**src/rtl/fifo_pop_stream_if.sv**
```systemverilog
// Bus bundle for fifo_pop_stream: the FIFO read port (fifo_empty/fifo_dout/
// fifo_rd_en), the downstream valid/ready stream (m_valid/m_ready/m_data)
// and the accepted-transfer counter (pop_count).
// master = the adapter; slave = the FIFO plus consumer environment.
interface fifo_pop_stream_if #(
  parameter int DATA_W = 16
);
  logic              fifo_empty;
  logic [DATA_W-1:0] fifo_dout;
  logic              fifo_rd_en;
  logic              m_valid;
  logic              m_ready;
  logic [DATA_W-1:0] m_data;
  logic [15:0]       pop_count;

  modport master (
    input  fifo_empty, fifo_dout, m_ready,
    output fifo_rd_en, m_valid, m_data, pop_count
  );

  modport slave (
    output fifo_empty, fifo_dout, m_ready,
    input  fifo_rd_en, m_valid, m_data, pop_count
  );
endinterface

```
**src/rtl/fifo_pop_stream.sv**
```systemverilog
// fifo_pop_stream: drains a synchronous FIFO with one-cycle read latency
// into a valid/ready stream through a 2-entry skid buffer (head/tail).
// Reads are only issued when a landing slot is guaranteed, counting the
// word already in flight and the slot freed by a same-cycle pop, so the
// stream sustains one word per cycle and never drops or duplicates data.
// Optional feature macro: FIFO_POP_STATS_EN enables the 16-bit wrapping
// pop_count; without it pop_count is tied to zero.
// Note: fifo_rd_en depends combinationally on m_ready (pop credit).
module fifo_pop_stream #(
  parameter int DATA_W = 16
) (
  input  logic              clk,
  input  logic              rst,
  fifo_pop_stream_if.master bus
);

  logic [1:0]        occ;
  logic              inflight;
  logic [DATA_W-1:0] head;
  logic [DATA_W-1:0] tail;

  logic [1:0]        occ_n;
  logic [DATA_W-1:0] head_n;
  logic [DATA_W-1:0] tail_n;

  logic              pop;
  logic [2:0]        credit;

  assign bus.m_valid = (occ != 2'd0);
  assign bus.m_data  = head;
  assign pop         = bus.m_valid & bus.m_ready;

  // Slots committed after this edge: held words plus the in-flight word,
  // minus the head leaving now. A read is legal only if that leaves room.
  assign credit         = {1'b0, occ} + {2'b00, inflight} - {2'b00, pop};
  assign bus.fifo_rd_en = !rst && !bus.fifo_empty && (credit < 3'd2);

  // Skid-buffer next state: land the in-flight word, retire the head,
  // keeping FIFO order when both happen together.
  always_comb begin
    occ_n  = occ;
    head_n = head;
    tail_n = tail;
    case ({pop, inflight})
      2'b01: begin
        if (occ == 2'd0) begin
          head_n = bus.fifo_dout;
          occ_n  = 2'd1;
        end else begin
          tail_n = bus.fifo_dout;
          occ_n  = 2'd2;
        end
      end
      2'b10: begin
        head_n = tail;
        occ_n  = occ - 2'd1;
      end
      2'b11: begin
        if (occ == 2'd1) begin
          head_n = bus.fifo_dout;
        end else begin
          head_n = tail;
          tail_n = bus.fifo_dout;
        end
      end
      default: ;
    endcase
  end

  // Buffer and read-tracking registers; reset discards everything held.
  always_ff @(posedge clk or posedge rst) begin
    if (rst) begin
      occ      <= 2'd0;
      inflight <= 1'b0;
      head     <= '0;
      tail     <= '0;
    end else begin
      occ      <= occ_n;
      inflight <= bus.fifo_rd_en;
      head     <= head_n;
      tail     <= tail_n;
    end
  end

`ifdef FIFO_POP_STATS_EN
  logic [15:0] pop_cnt;

  // Accepted-transfer counter, wraps naturally at 16 bits.
  always_ff @(posedge clk or posedge rst) begin
    if (rst) begin
      pop_cnt <= 16'h0000;
    end else if (pop) begin
      pop_cnt <= pop_cnt + 16'h0001;
    end
  end

  assign bus.pop_count = pop_cnt;
`else
  assign bus.pop_count = 16'h0000;
`endif

endmodule

```
**src/flat_wrapper.sv**
```systemverilog
// flat-port wrapper written by rule: the top's interface ports become plain ports
module fifo_pop_stream_flat 
#(
  parameter int DATA_W = 16
)
  (clk, rst, bus_fifo_empty, bus_fifo_dout, bus_m_ready, bus_fifo_rd_en, bus_m_valid, bus_m_data, bus_pop_count);
  fifo_pop_stream_if #(.DATA_W(DATA_W)) bus_i ();
  input  logic clk;
  input  logic rst;
  input wire logic [$bits(bus_i.fifo_empty)-1:0] bus_fifo_empty;
  input wire logic [$bits(bus_i.fifo_dout)-1:0] bus_fifo_dout;
  input wire logic [$bits(bus_i.m_ready)-1:0] bus_m_ready;
  output wire logic [$bits(bus_i.fifo_rd_en)-1:0] bus_fifo_rd_en;
  output wire logic [$bits(bus_i.m_valid)-1:0] bus_m_valid;
  output wire logic [$bits(bus_i.m_data)-1:0] bus_m_data;
  output wire logic [$bits(bus_i.pop_count)-1:0] bus_pop_count;
  assign bus_i.fifo_empty = bus_fifo_empty;
  assign bus_i.fifo_dout = bus_fifo_dout;
  assign bus_i.m_ready = bus_m_ready;
  assign bus_fifo_rd_en = bus_i.fifo_rd_en;
  assign bus_m_valid = bus_i.m_valid;
  assign bus_m_data = bus_i.m_data;
  assign bus_pop_count = bus_i.pop_count;
  fifo_pop_stream #(.DATA_W(DATA_W)) u_core (.clk(clk), .rst(rst), .bus(bus_i));
endmodule
```
**config.mk**
```make
export PLATFORM = sky130hd
export DESIGN_NAME = fifo_pop_stream_flat
export DESIGN_NICKNAME = d
export VERILOG_FILES = /design/src/rtl/fifo_pop_stream_if.sv /design/src/rtl/fifo_pop_stream.sv /design/src/flat_wrapper.sv
export SDC_FILE = /design/constraint.sdc
export NUM_CORES = 1
export LEC_CHECK = 0
export CAP_MARGIN = 20
export CORE_MARGIN = 2
export CORE_UTILIZATION = 40
export CTS_CLUSTER_DIAMETER = 40
export DETAILED_ROUTE_END_ITERATION = 12
export PLACE_DENSITY = 0.78
export REMOVE_ABC_BUFFERS = 1
export SYNTH_ARGS = -nofsm -noshare
export SYNTH_HDL_FRONTEND = slang
export SYNTH_SLANG_ARGS = --single-unit
```
**constraint.sdc**
```tcl
create_clock -name clk -period 3 [get_ports clk]
set_input_delay 0.6 -clock clk [delete_from_list [all_inputs] [get_ports clk]]
set_output_delay 0.6 -clock clk [all_outputs]
set_load 0.05 [all_outputs]
```
Yosys cells after proc, flatten, opt, wreduce, memory -nomap -nowiden
Cells that the tools add are included.

storage, ports and cells
  output and inout port bits = 34
  input bits = 20
  word-level logic and storage cells = 35
  flip-flop bits (word level) = 35

cells by class
  add/subtract/negate cells = 3
  magnitude comparators = 1
  multiplexer cells = 8
  reduce and logical (&&, ||, !) cells = 11
  bitwise logic cells = 1
  equal/unequal tests = 7

operators by type and width
  operator             number
  $mux 16              4
  $pmux 16 s3          1
  $pmux 16 s2          1
  $reduce_bool 2->1    3
  $eq 2x1->1 const B   2
  $eq 2x2->1 const B   2
  $ne 2x2->1 const B   2
  $pmux 2 s2           1
  $add 2x1->3          1
  $lt 3x2->1 const B   1
  $reduce_and 3->1     1
  $reduce_bool 3->1    1
  $sub 3x1->3          1
  $logic_and 1x1->1    2
  $logic_not 1->1      2
  $logic_not 2->1      1
  $mux 2               1
  $ne 2x1->1 const B   1
  $reduce_and 2->1     1
  $sub 2x1->2 const B  1
  $and 1x1->1          1

Longest topological paths before layout
  depth in word-level cells = 5
  mapped depth = 10
  depth with buffers taken out = 8

Least setup slack after synthesis
Ideal clock, no wire load.

  kind = flip-flop to output port
  start = register u_core.occ[1]
  end = output bus_fifo_rd_en
  arrival = 3.587 ns
  buffers on the path = 0
  required time = 2.400 ns
  path slack = -1.187 ns
  cell stages (with the launch flop) = 9
  cells stage by stage = dfrtp_1 > inv_1 > ha_1 > and2b_2 > ha_1 > nand2b_1 > fa_1 > xor2_1 > nor4b_1

on the way
  cells in the longest elaborated chain, start to end = 5
  elaborated cells on any way between the ends = 6
  classes of those cells = add/sub (2); order compare (1); bitwise (1); reduce/logical (2)

ends and longest elaborated chain
  what                                                                 line                   source
  from (decl)                                                          fifo_pop_stream.sv:17  logic [1:0] occ;
  from (signal assigned)                                               fifo_pop_stream.sv:78  occ <= occ_n;
  parallel branches: the longest is 2 deep, another holds $add 2x1->3  --
  $sub 3x1->3 *                                                        fifo_pop_stream.sv:35  assign credit = {1'b0, occ} + {2'b00, inflight} - {2'b00, pop};
  $lt 3x2->1 *                                                         fifo_pop_stream.sv:36  assign bus.fifo_rd_en = !rst && !bus.fifo_empty && (credit < 3'd2);
  $logic_and 1x1->1 *                                                  fifo_pop_stream.sv:36
  to (decl)                                                            flat_wrapper.sv:13     output wire logic [$bits(bus_i.fifo_rd_en)-1:0] bus_fifo_rd_en;

Mark *: on every way between the ends.

Final worst setup path
  start = register u_core.occ[0]
  end = output bus_fifo_rd_en

The elaborated chain is that of the path after synthesis.

==> summary.txt <==
Outcome
  • Run status: finished, violations left
  • Failing checks: negative setup slack

Clock tree
  • TritonCTS buffer count: 5
  • Clock buffer depth: 2
  • Htree depth: 2
  • Cts hold-fix bufs: 0
  • Clk sinks: 35
  • Clock Pin Slew Worst Setup and Hold Paths: 70 ps
  • CTS tree: done
  • Root Buffer: clkbuf_8
  • Clock Latency Late Sink: 290 ps

Synth
  • FF+latch count, synth: 35
  • Area leader, netlist: dfrtp_1
  • Syn Inst Count: 172
  • Ys Warns: 0
  • Post-synthesis area per instance: ~11 µm²
  • Synthesized area: between 1500 and 2000 µm²
  • Top post-synthesis cells by area: dfrtp_1 47%, mux2_4 8.0%, buf_4 6.8%, a31oi_1 5.4%, nand3_1 4.3%
  • Share of Yosys cell area claimed by the top area cell type: 0.4692
  • Seq/Total Area, Yosys: 0.4692
  • Unique masters post-synth: 27

Drt
  • Vias per cell: 5.007
  • Final wirelength: around 3.9 mm
  • DRC: 0
  • Via count: 1,352
  • First-pass detailed-route iteration total: 6
  • 1st-iter DRT viols: roughly 120
  • Post-route ant nets: 0
  • Routed WL per cell: 14.37 µm

Pwr
  • Leak: 0.001050 µW
  • Cell area power density: 1128 nW/µm²
  • Max IR drop VDD: ~0.00044 V

Placement
  • Pre-CTS setup slack: -431.6 ps
  • Final GP Congestion: roughly 0.69
  • I/O Buffers: 37
  • Placed inst area: 2251 µm²
  • Final HPWL DP: between 2 and 3 mm

Floorplanning
  • Core area: 4414 µm²
  • Die X: ~72 µm
  • Die ar.: between 5000 and 6000 µm²
  • # rows: 24
  • I/O pins: 54
  • Die height: approximately 72 µm
  • Starting Density: 0.4229

Global route
  • Initial antenna violation count: 0
  • First-pass GRT wire length: 6.327 mm
  • GR Layer Usage met3: 0.05694
  • Vias in the first global route: 1,349
  • Remaining Overflow, GRT: 0
  • GR Util met2: 0.2477
  • Total GRT Usage: 0.1597
  • Largest net degree at the start of global routing: 36
  • Global Route met1 Usage: 0.2023
  • Most used routing layer: met2

Finish
  • Share of layout cells above drive strength 1: 0.2248
  • Final core utilization: 0.5434
  • Fin nets: 244
  • Area Growth Syn to Fin: 28.49%
  • Diode count: 0
  • Final Cell Area: between 2000 and 2500 µm²

Timing
  • Max Clk Rate: ~310 MHz
  • Final Slew Violations: 0
  • Worst rel slew slack: 0.5491
  • Period utilization: 1.060
  • RSZ-0062 raised after global routing: yes
  • Worst slew pin tran: slightly below 700 ps
  • Fin. Hold Viols: 0
  • Setup TNS: -179.4 ps
  • Hold WS: ~500 ps
  • Worst setup margin: -179.4 ps
  • Setup violators final: 1
  • Max Clock Skew: 6.702 ps
  • Min cycle time layout: 3179 ps

Critical path
  • R2R cell count: 9
  • Reg-to-reg startpoint: u_core.occ[0]
  • Setup CP Type: flop to output pin
  • Critical Path Fanout Max: 2
  • RR Endpoint: u_core.inflight
  • Setup crit start kind: flop
  • CP Capture Type: output pin
  • Reg2Reg Setup Slack: about 800 ps
  • Arr. time, crit path: between 2000 and 3000 ps
  • Worst EP required: approximately 2400 ps

Worst hold path
  • Endpoint, Worst Hold: u_core.tail[0]
  • Hold Crit Class: flop to flop
  • Min-delay src: u_core.tail[0]
  • Hold path cells: 1

Flow run
  • Max Cap Viol: 0
## flip-flops by register name (all words and copies together), names as in the netlist
signal             count
u_core.bus.m_data     16
u_core.tail           16
u_core.occ             2
u_core.inflight        1
## report_power, final
part | internal, µW | switching (µW) | total, µW | leakage (µW)
sequential | 709 | 125 | 834 | 0.000411
clock | 162 | 176 | 338 | 0.0000412
combinational | 646 | 889 | 1530 | 0.000597
total | 1520 | 1190 | 2710 | 0.00105
## cell usage in the layout (no fill, tap or decap), drive strengths merged, types with 2 or more instances in the layout
cell,netlist,final
buf,25,15
o21ai,16,16
clkdlybuf4s50,0,35
ha,6,6
mux2,17,17
and2b,2,2
a31oi,16,16
conb,1,16
dfrtp,35,35
mux2i,3,3
inv,6,6
clkbuf,3,6
nand2b,2,2
nor2,17,17
nand3,16,16
## cells in the mapped netlist (all sizes together)
| cell | n |
|---|---|
| o21ai | 16 |
| a31oi | 16 |
| buf | 25 |
| mux2i | 3 |
| ha | 6 |
| o21a | 1 |
| nand3 | 16 |
| conb | 1 |
| xor2 | 1 |
| inv | 6 |
| mux2 | 17 |
| a21oi | 1 |
| nand2b | 2 |
| clkbuf | 3 |
| or2b | 1 |
| fa | 1 |
| nor2 | 17 |
| and2b | 2 |
| dfrtp | 35 |
| a22oi | 1 |
| nor4b | 1 |
## metal layers
metal	share of wire	vias to the layer above
met5	0	-
li1	-	652
met2	0.49	42
met3	0.066	6
met4	0.014	0
met1	0.43	652
## logic make-up (layout without fill, tap and decap cells)
kind of cell / count (synthesis) / in the layout / synth area share
AOI/OAI and AO/OA: 35 / 35 / 0.1099
xor gates and xnor gates: 1 / 1 / 0.004693
adders and majority gates: 7 / 7 / 0.05094
buffers and inverters: 34 / 65 / 0.1233
DFF: 35 / 35 / 0.4692
muxes: 20 / 20 / 0.1387
other: 1 / 16 / 0.002009
and+or+nand+nor: 39 / 39 / 0.1012
## area by class of cell
cell class	instances	area [µm²]
repair buffers	51	484.2
fillers	406	2016
clock inverters	2	12.51
clock buffers	6	72.57
inverters	6	22.52
multi-input cells	118	865.8
flip-flops and latches	35	875.8
well taps	52	65.06
## worst max-delay path by stage
stage,from,end,cells after the start,slack (ps)
2_1_floorplan,u_core.occ[1],bus_fifo_rd_en,8,-1190
3_3_place_gp,bus_m_ready,bus_fifo_rd_en,9,-380
3_5_place_dp,bus_m_ready,bus_fifo_rd_en,9,-430
4_1_cts,u_core.occ[0],bus_fifo_rd_en,10,-210
5_1_grt,u_core.occ[0],bus_fifo_rd_en,10,-260
6_report,u_core.occ[0],bus_fifo_rd_en,10,-180
## critical path, stage by stage, from the launching register on
cell and delay (ps):
dfrtp_1 390, inv_2 90, ha_4 130, and2b_2 230
ha_4 210, nand2b_4 140, fa_2 400, xor2_2 150
nor4b_2 260, buf_4 170, buf_12 120
## through the flow
stage          power [µW]  instances
2_1_floorplan        1835        159
3_3_place_gp         2277        260
3_5_place_dp         2319        260
4_1_cts              2696        270
5_1_grt              2886        270
6_report             2706        270
## repair_timing
| item | CTS | global route |
|---|---|---|
| setup endpoints to repair | 1 | 1 |
| pin swaps | 1 | 2 |
| gates resized for setup | 5 | 5 |
| buffers inserted | 2 | 0 |
Power figures use the tool's default switching activity.
